**config.mk**
```make
export PLATFORM = sky130hd
export DESIGN_NAME = byte_out_fifo
export DESIGN_NICKNAME = d
export VERILOG_FILES = /design/src/rtl/byte_out_fifo.sv
export SDC_FILE = /design/constraint.sdc
export NUM_CORES = 1
export LEC_CHECK = 0
export ABC_AREA = 0
export BUFFER_PORTS_ARGS = -buffer_cell sky130_fd_sc_hd__buf_4
export CAP_MARGIN = 20
export CORE_MARGIN = 2
export CORE_UTILIZATION = 35
export CTS_CLUSTER_SIZE = 14
export DETAILED_ROUTE_END_ITERATION = 8
export PLACE_DENSITY_LB_ADDON = 0.08
export SYNTH_ARGS = -nofsm -noshare
export SYNTH_HDL_FRONTEND = slang
export SYNTH_SLANG_ARGS = --single-unit
```
**constraint.sdc**
```tcl
create_clock -name CLK -period 2.7 [get_ports CLK]
set_input_delay 0.675 -clock CLK [delete_from_list [all_inputs] [get_ports CLK]]
set_output_delay 0.675 -clock CLK [all_outputs]
set_load 0.1 [all_outputs]
```
**src/rtl/byte_out_fifo.sv**
```systemverilog
// Output FIFO for assembled bytes: one push per op_valid rising edge,
// first-word fall-through read side with a sticky overflow flag.
module byte_out_fifo #(
    parameter  int DEPTH = 4,
    localparam int AW    = $clog2(DEPTH)
) (
    input  logic          CLK,
    input  logic          RESET,
    input  logic          op_valid,
    input  logic [7:0]    DATA_IN,
    input  logic          rd_ready,
    output logic          rd_valid,
    output logic [7:0]    rd_data,
    output logic [AW:0]   count,
    output logic          full,
    output logic          empty,
    output logic          overflow
);

    logic [7:0]    r_mem [DEPTH];
    logic [AW-1:0] r_wr_ptr;
    logic [AW-1:0] r_rd_ptr;
    logic [AW:0]   r_count;
    logic          r_ovf;
    logic          r_op_q;

    logic w_push;
    logic w_pop;
    logic w_full;
    logic w_empty;
    logic w_wr_en;

    assign w_full  = (r_count == (AW+1)'(DEPTH));
    assign w_empty = (r_count == '0);
    assign w_push  = op_valid & ~r_op_q;
    assign w_pop   = ~w_empty & rd_ready;
    // A pop on a full FIFO frees the slot the push lands in.
    assign w_wr_en = w_push & (~w_full | w_pop);

    always_ff @(posedge CLK) begin
        if (RESET) begin
            r_wr_ptr <= '0;
            r_rd_ptr <= '0;
            r_count  <= '0;
            r_ovf    <= 1'b0;
            r_op_q   <= 1'b0;
        end else begin
            r_op_q <= op_valid;
            if (w_wr_en) begin
                r_wr_ptr <= r_wr_ptr + 1'b1;
            end
            if (w_pop) begin
                r_rd_ptr <= r_rd_ptr + 1'b1;
            end
            if (w_wr_en && !w_pop) begin
                r_count <= r_count + 1'b1;
            end else if (!w_wr_en && w_pop) begin
                r_count <= r_count - 1'b1;
            end
            if (w_push && !w_wr_en) begin
                r_ovf <= 1'b1;
            end
        end
    end

    // Storage is not reset; only valid entries are ever observed.
    always_ff @(posedge CLK) begin
        if (!RESET && w_wr_en) begin
            r_mem[r_wr_ptr] <= DATA_IN;
        end
    end

    assign rd_valid = ~w_empty;
    assign rd_data  = r_mem[r_rd_ptr];
    assign count    = r_count;
    assign full     = w_full;
    assign empty    = w_empty;
    assign overflow = r_ovf;

endmodule

```
==> results of run 1 <==
-- layout by cell type (no fill, tap or decap), types with 2 or more instances in the layout --
cell type / synthesis / routed
dfxtp_2: 0 / 3
and2_1: 4 / 4
inv_1: 5 / 4
mux2i_1: 2 / 2
mux4_2: 8 / 8
xor2_1: 4 / 4
nor2_1: 8 / 8
clkbuf_8: 0 / 5
nand2b_1: 3 / 3
clkinvlp_4: 0 / 2
edfxtp_1: 32 / 32
dfxtp_1: 11 / 8
ha_1: 5 / 5
buf_4: 0 / 27
-- worst register-to-register path: cells and delay by family (launching register included) --
| family | cells | cell delay [ns] |
|---|---|---|
| flops | 1 | 0.40 |
| compound gates | 2 | 0.53 |
| fa+ha+maj | 2 | 0.61 |
| simple gates | 1 | 0.30 |
| buf+inv | 1 | 0.06 |
| xor+xnor | 1 | 0.16 |
-- sequential cells by signal, summed over array words and instances (netlist names), named ones only --
name and count:
r_op_q 1, count 3, r_mem 32, r_wr_ptr 2
overflow 1, r_rd_ptr 2
-- through the flow --
step / worst slack, ns / instance area, µm² / hold WS (ns)
5_1_grt: 0.344 / 2090 / 0.545
2_1_floorplan: 0.0762 / 1730 / 0.481
3_3_place_gp: 0.382 / 2010 / 0.462
6_report: 0.428 / 2090 / 0.486
4_1_cts: 0.388 / 2090 / 0.491
3_5_place_dp: 0.344 / 2010 / 0.461
-- synth_stat cells (2+ instances only) --
cell type  instances  area (µm²)
edfxtp_1          32         961
dfxtp_1           11         220
mux4_2             8         180
nor2_1             8        30.0
ha_1               5        62.6
inv_1              5        18.8
and2_1             4        25.0
xor2_1             4        35.0
nand2b_1           3        18.8
mux2i_1            2        20.0
or3_1              2        12.5
-- worst paths after layout --
check	start	end	depth (start not counted)
worst min register to register	overflow	overflow	2
worst max register to register	count[0]	count[2]	7
worst max-delay path	flop	rd_data[4]	3
worst min-delay path	overflow	overflow	2
-- routing by layer --
| metal | up-vias | part of all wire [%] |
|---|---|---|
| li1 | 433 | - |
| met1 | 431 | 42 |
| met2 | 21 | 50 |
| met3 | 5 | 5.6 |
| met4 | 0 | 1.8 |
| met5 | - | 0 |
-- kinds of logic after synthesis --
group                    after synthesis  synth area share [%]
adder cells (fa/ha/maj)                6                  4.82
flip-flops                            43                  69.0
multiplexers                          11                  12.6
XOR/XNOR                               4                  2.05
AND/OR/NAND/NOR                       22                  7.89
buffers and inverters                  8                  1.83
AO/OA/AOI/OAI                          5                  1.90
-- cell type report --
type | count | area share [%]
clock buffer | 6 | 3.47
tap | 67 | 4.01
timing repair buffer | 27 | 9.69
clock inverter | 2 | 0.598
inverter | 5 | 1.08
sequential | 43 | 56.6
multi-input combinational | 48 | 24.5
==> flow_summary_export.csv, run 1 <==
group,metric,value,unit
final_layout,fillerInstances,433,
route,drc,0,
route,antenna_left,0,
timing,fin_setup_tns,0,ns
clock_tree,cts_setup_buffers,0,
worst_setup_path,worst_path_dominant_cell_family,"multiplexers",
route,wirelength,2810,µm
timing,worst_pin_slew,0.471,ns
logic_synthesis,synth_flop_cell,"edfxtp_1",
global_route,met2_usage,17.5,%
clock_tree,clock_sinks,43,
logic_synthesis,synth.yosys.warnings,0,
worst_setup_path,cp-end-kind,"primary output",
final_layout,fin_nets,148,
floorplanning,io_pins,27,
logic_synthesis,ys_ff_latch,43,
timing,report.final.slew_viol_count,0,
place,port_buffers,26,
route,via_per_inst,4.49,
worst_setup_path,critical_path_required,2.03,ns
floorplanning,die_w,74.0,µm
final_layout,ff_latch_area,1180,µm²
timing,fin_crit_sh,84.2,%
route,first_pass_iters,4,
worst_setup_path,worst-path-max-fanout,8,
place,dp.cells,190,
global_route,grt_pass1_vias,880,
global_route,overflow,0,
global_route,grt_use_total,11.5,%
worst_setup_path,worst_path_max_delay_cell,"mux4_2",
worst_setup_path,crit_buf_inv,2,
worst_hold_path,min_path_type,"flop to flop",
clock_tree,cts_inserted_buffers,5,
clock_tree,post_cts_resized,0,
logic_synthesis,synth_edf_count,32,
floorplanning,start_util,36.3,%
logic_synthesis,synth_nets,117,
final_layout,instances_no_fill,198,
worst_setup_path,rrSetupSlack,0.57,ns
worst_setup_path,arrival,1.60,ns
floorplanning,core,4720,µm²
global_route,antenna_found_initial,0,
clock_tree,cts_tree,"built",
timing,max_freq,440,MHz
floorplanning,dieHeight,74.0,µm
worst_setup_path,crit_type,"flop to primary output",
timing,finalHoldViolCount,0,
worst_setup_path,crit_path_cell_trace,"buf_4 > mux4_2 > buf_4",
clock_tree,insertion_delay,0.29,ns
final_layout,postLayoutCoreUtil,44.3,%
logic_synthesis,synth_cell_types,26,
route,drt_iter0_drc,54,
logic_synthesis,ys_seq_area_share,69.0,%
logic_synthesis,syn_avg_cell_area,17.3,µm²
floorplanning,die-area,5470,µm²
floorplanning,rows,25,
timing,rsz0062_at_grt,"false",
worst_setup_path,max_stage_delay,0.54,ns
timing,layout_min_cycle_time,2.27,ns
clock_tree,cts_root_buf,"clkbuf_8",
worst_setup_path,startpoint_type,"flop",
flow_run,maxCapViolations,0,
timing,setup_violations,0,
clock_tree,clk_pin_slew_worst_paths,0.08,ns
route,avgRoutedWirePerCell,14.2,µm
global_route,grt_use_met1,14.5,%
timing,relSlewSlack,68.6,%
clock_tree,ctsLongestPathBuffers,2,
clock_tree,holdBufCountCts,0,
final_layout,num_antenna_cells,0,
route,num_vias,890,
worst_setup_path,path_common_cell,"buf_4",
final_layout,syn_to_final_growth,22.1,%
logic_synthesis,async_flop_share,0,%
place,place.gp.congestion,0.680,
final_layout,multi_input_area,513,µm²
logic_synthesis,synthCells,99,
global_route,grt_pass1_wl,4450,µm
outcome,outcome,"finished clean",
timing,skew,0.0100,ns
logic_synthesis,syn_area,1710,µm²
global_route,grt_max_degree,14,
place,dp.final_hpwl,1930,µm
clock_tree,htree_levels,2,
global_route,busiest_layer,"met2",
global_route,grt_use_met3,5.01,%
final_layout,final_layout_size_suffix_gt1_share,38.9,%
Power of run 1 is left out: the tool's default activity adds up to more than one toggle a clock period on the data nets, which glitch-free logic cannot reach.
==> run 2, diff against run 1 <==
ABC_AREA = 1   (was 0)
clock period = 2.3 ns   (was 2.7 ns; I/O delays follow)
==> flow_summary_export.csv, run 2 <==
group,metric,value,unit
outcome,outcome,"finished clean",
power_and_ir_drop,powerDensity,1350,nW/µm²
logic_synthesis,synthCells,157,
timing,finalHoldViolCount,0,
floorplanning,core,5040,µm²
logic_synthesis,synthTopCellsByCount,"32 x edfxtp_1, 23 x nor2_1, 17 x inv_1, 16 x o21ai_0",
floorplanning,die_w,75.9,µm
global_route,grt_use_total,14.3,%
clock_tree,cts_tree,"built",
worst_setup_path,worstRegToRegCells,9,
floorplanning,start_util,35.9,%
route,avgRoutedWirePerCell,13.6,µm
logic_synthesis,ys_ff_latch,43,
global_route,overflow,0,
final_layout,final_layout_size_suffix_gt1_share,34.7,%
route,first_pass_iters,5,
timing,layout_min_cycle_time,2.16,ns
final_layout,mostFrequentLayoutCells,"32 x edfxtp_1, 30 x buf_4, 23 x nor2_1",
power_and_ir_drop,p_leak,0.000868,µW
global_route,antenna_found_initial,0,
logic_synthesis,synth_edf_count,32,
route,num_vias,1229,
worst_setup_path,cp-end-kind,"primary output",
worst_setup_path,worst-path-max-fanout,9,
place,dp.cells,255,
final_layout,fin_area,2250,µm²
flow_run,maxCapViolations,0,
final_layout,syn_to_final_growth,24.3,%
final_layout,final_common_cell,"edfxtp_1",
timing,rsz0062_at_grt,"false",
worst_setup_path,crit_type,"flop to primary output",
logic_synthesis,synth_flop_cell,"edfxtp_1",
place,port_buffers,26,
final_layout,num_antenna_cells,0,
timing,skew,0.00475,ns
floorplanning,rows,26,
logic_synthesis,async_flop_share,0,%
route,drt_iter0_drc,65,
timing,worst_pin_slew,0.513,ns
logic_synthesis,synth_top_area_share,53.1,%
worst_setup_path,startpoint_type,"flop",
timing,fin_crit_sh,93.8,%
final_layout,fin_nets,210,
final_layout,regMostFlops,"r_mem",
clock_tree,cts_root_buf,"clkbuf_8",
route,via_per_inst,4.67,
worst_setup_path,arrival,1.58,ns
floorplanning,dieHeight,75.9,µm
place,place.gp.congestion,0.741,
timing,max_freq,464,MHz
place,place_ws,0.252,ns
logic_synthesis,synth.yosys.warnings,0,
clock_tree,clock_sinks,43,
logic_synthesis,synth_nets,175,
logic_synthesis,synth_cell_types,21,
timing,relSlewSlack,65.7,%
global_route,grt_pass1_wl,5880,µm
worst_setup_path,critical_path_required,1.73,ns
logic_synthesis,yosys-top-cells-area,"edfxtp_1 53%, dfxtp_1 12%, nor2_1 4.8%",
floorplanning,die-area,5760,µm²
power_and_ir_drop,total_power,3030,µW
final_layout,largest_reg_flops,32,
place,dp.final_hpwl,2490,µm
logic_synthesis,synth_top_area_cell,"edfxtp_1",
place,placed_cell_area,2160,µm²
route,antenna_left,0,
logic_synthesis,ys_seq_area_share,65.3,%
clock_tree,cts_inserted_buffers,5,
timing,finalWorstSetupSlack,0.143,ns
timing,fin_setup_tns,0,ns
logic_synthesis,syn_avg_cell_area,11.5,µm²
global_route,grt_max_degree,17,
clock_tree,htree_levels,2,
clock_tree,cts_setup_buffers,0,
clock_tree,insertion_delay,0.29,ns
route,drc,0,
global_route,grt_pass1_vias,1210,
power_and_ir_drop,vdd_ir_drop_max,1110,µV
worst_hold_path,min_path_type,"flop to flop",
timing,setup_violations,0,
clock_tree,clk_pin_slew_worst_paths,0.08,ns
clock_tree,ctsLongestPathBuffers,2,
logic_synthesis,syn_area,1810,µm²
final_layout,instances_no_fill,263,
timing,report.final.slew_viol_count,0,
floorplanning,io_pins,27,
logic_synthesis,yosysMostFrequentCell,"edfxtp_1",
worst_hold_path,min_path_cells,2,
route,wirelength,3590,µm
[run 2: worst max-delay path: stages, from the launching register on]
cell     delay, ns
dfxtp_1       0.58
o21ai_0       0.21
o22ai_2       0.19
buf_4         0.31
[run 2: worst paths after layout]
| kind | start | end | slack (ns) |
|---|---|---|---|
| worst max register to register | count[0] | count[1] | 0.47 |
| worst min register to register | overflow | overflow | 0.46 |
| worst min-delay path | overflow | overflow | 0.46 |
| worst max-delay path | flop | rd_data[1] | 0.14 |
[run 2: metal layers]
metal	vias to the layer above	GRT usage (%)	wire length (µm)
li1	601	-	-
met1	596	16.2	1520
met2	27	25.2	1870
met3	5	3.04	142
met4	0	7.02	47
met5	-	0	0
[run 2: cell type report]
cell class / instances / area [µm²]
Sequential cell: 43 / 1190
Tap cell: 70 / 87.6
Timing Repair Buffer: 30 / 225
Multi-Input combinational cell: 91 / 588
Clock inverter: 3 / 15.0
Clock buffer: 5 / 68.8
Fill cell: 483 / 2790
Inverter: 21 / 78.8
[run 2: report_power, final]
part / leakage [µW] / internal [µW] / total (µW) / switching [µW]
registers: 0.000382 / 909 / 1000 / 95.5
logic: 0.000447 / 344 / 1570 / 1230
clock network: 0.0000392 / 206 / 457 / 251
[run 2: per-stage QoR]
stage,hold slack (ns),util (%)
floorplan,0.458,-
finish,0.456,44.6
CTS,0.463,44.6
detailed placement,0.450,42.9
global placement,0.443,42.9
global route,0.468,44.6
[run 2: what timing repair did]
item	in CTS	in global routing
gates resized for setup	1	1
pin swaps	0	0
setup endpoints to repair	1	8
endpoints found under the hold margin	0	0
hold buffers	0	0
[run 2: kinds of logic after synthesis]
family	synth area share, %
simple gates	14.5
flops	65.3
compound gates	10.1
fa+ha+maj	4.56
buf+inv	5.60
(Power assumes the default switching activity.)
==> run 3, diff against run 2 <==
ABC_AREA = 0   (was 1)
==> flow_summary_export.csv, run 3 (synthesized netlist as in run 1, its figures left out) <==
group,metric,value,unit
floorplanning,io_pins,27,
final_layout,syn_to_final_growth,22.6,%
final_layout,mostFrequentLayoutCells,"32 x edfxtp_1, 28 x buf_4, 8 x mux4_2, 8 x nor2_1, 8 x dfxtp_1",
worst_setup_path,arrival,1.57,ns
clock_tree,holdBufCountCts,0,
timing,rsz0062_at_grt,"false",
route,routed.top_layer,"met4",
worst_setup_path,path_common_cell,"buf_4",
route,wirelength,2830,µm
place,dp.final_hpwl,2020,µm
route,m1WireLength,1220,µm
worst_hold_path,min_path_type,"input pin to flop",
clock_tree,htree_levels,2,
route,drc,0,
worst_setup_path,crit_buf_inv,2,
clock_tree,clk_pin_slew_worst_paths,0.08,ns
timing,holdWs,0.480,ns
place,port_buffers,26,
worst_setup_path,cp.depth,3,
clock_tree,cts_tree,"built",
flow_run,maxCapViolations,0,
worst_setup_path,crit_type,"flop to primary output",
worst_setup_path,rrSetupSlack,0.19,ns
clock_tree,cts_root_buf,"clkbuf_8",
route,drt_iter0_drc,40,
worst_setup_path,startpoint_type,"flop",
clock_tree,post_cts_resized,0,
route,first_pass_iters,4,
route,wl_met2,1420,µm
worst_setup_path,worstRegToRegCells,7,
timing,report.final.slew_viol_count,0,
final_layout,largest_reg_flops,32,
clock_tree,ctsLongestPathBuffers,2,
worst_setup_path,r2r-end,"count[2]",
final_layout,num_antenna_cells,0,
worst_setup_path,cp-end-kind,"primary output",
timing,relSlewSlack,66.8,%
final_layout,multi_input_area,517,µm²
route,avgRoutedWirePerCell,14.3,µm
floorplanning,core,4720,µm²
timing,fin_crit_sh,93.3,%
timing,layout_min_cycle_time,2.14,ns
global_route,grt_max_degree,14,
floorplanning,die-area,5470,µm²
timing,skew,0.00937,ns
clock_tree,cts_setup_buffers,0,
clock_tree,cts_inserted_buffers,5,
worst_setup_path,crit_path_cell_trace,"buf_4 > mux4_2 > buf_4",
route,via_per_inst,4.44,
place,place.gp.congestion,0.722,
floorplanning,rows,25,
global_route,grt_pass1_vias,909,
worst_setup_path,critical_path_required,1.73,ns
worst_setup_path,worst_path_max_delay_cell,"mux4_2",
timing,finalHoldViolCount,0,
worst_setup_path,max_stage_delay,0.52,ns
route,dr_wl_met3,125,µm
timing,worst_pin_slew,0.492,ns
final_layout,fillerInstances,434,
clock_tree,insertion_delay,0.29,ns
final_layout,final_common_cell,"edfxtp_1",
final_layout,ff_latch_area,1190,µm²
outcome,outcome,"finished clean",
timing,setup_violations,0,
global_route,grt_use_total,12.0,%
worst_setup_path,endpoint,"rd_data[6]",
global_route,antenna_found_initial,0,
final_layout,fin_nets,149,
global_route,overflow,0,
global_route,grt_pass1_wl,4590,µm
timing,fin_setup_tns,0,ns
worst_setup_path,worst-path-max-fanout,5,
floorplanning,die_w,74.0,µm
final_layout,final_layout_size_suffix_gt1_share,38.9,%
floorplanning,dieHeight,74.0,µm
route,num_vias,879,
floorplanning,start_util,36.3,%
clock_tree,clock_sinks,43,
worst_setup_path,worst_path_dominant_cell_family,"multiplexers",
route,antenna_left,0,
timing,max_freq,466,MHz
worst_setup_path,timing.rr.start,"count[0]",
final_layout,regMostFlops,"r_mem",
==> run 3: changes by cell type in the layout (fill, tap and decap cells not counted), moves of 4 or more <==
cell,change
inv_1,-12
o22ai_2,-8
nand2_1,-11
mux4_2,+8
nor2_1,-15
nand3_1,-5
inv_2,-5
xor2_1,+4
and2_1,+4
a21oi_1,-6
o21ai_0,-15
==> run 3: area by class of cell <==
| cell class | instances | area share, % |
|---|---|---|
| Sequential cell | 43 | 56.6 |
| Multi-Input combinational cell | 48 | 24.6 |
| Timing Repair Buffer | 28 | 10.0 |
| Tap cell | 67 | 3.99 |
| Clock buffer | 5 | 3.28 |
| Inverter | 5 | 1.07 |
| Clock inverter | 2 | 0.417 |
==> run 3: worst register-to-register path, stage by stage (launching register included) <==
cell,delay [ns]
dfxtp_4,0.39
o31ai_1,0.40
ha_1,0.25
inv_1,0.06
fa_1,0.37
xor2_1,0.16
or3_1,0.31
a21oi_1,0.13
==> run 3: how the worst min path moves through the flow <==
stage                     slack, ns         from          end  cells after the start
after detailed placement       0.47     overflow     overflow                      2
after global routing           0.47   DATA_IN[5]  r_mem[0][5]                      1
after global placement         0.47     overflow     overflow                      2
after floorplan                0.48  r_wr_ptr[1]  r_wr_ptr[1]                      2
final                          0.48   DATA_IN[4]  r_mem[2][4]                      1
after CTS                      0.47   DATA_IN[2]  r_mem[1][2]                      1
==> run 3: layer usage <==
metal / up-vias / GRT usage [%]
met1: 427 / 14.9
met4: 0 / 5.45
met5: - / 0
li1: 429 / -
met2: 16 / 18.7
met3: 7 / 4.74
==> run 3: per-stage QoR <==
stage                     cells  utilization (%)  area (µm²)  worst slack (ns)
after floorplan              99                -        1740            0.0919
after global placement      191             42.8        2020            0.0951
after detailed placement    191             42.8        2020            0.0651
after CTS                   198             44.5        2100             0.113
after global routing        198             44.5        2100            0.0345
final                       198             44.5        2100             0.155
Power of run 3 is left out for the same reason.
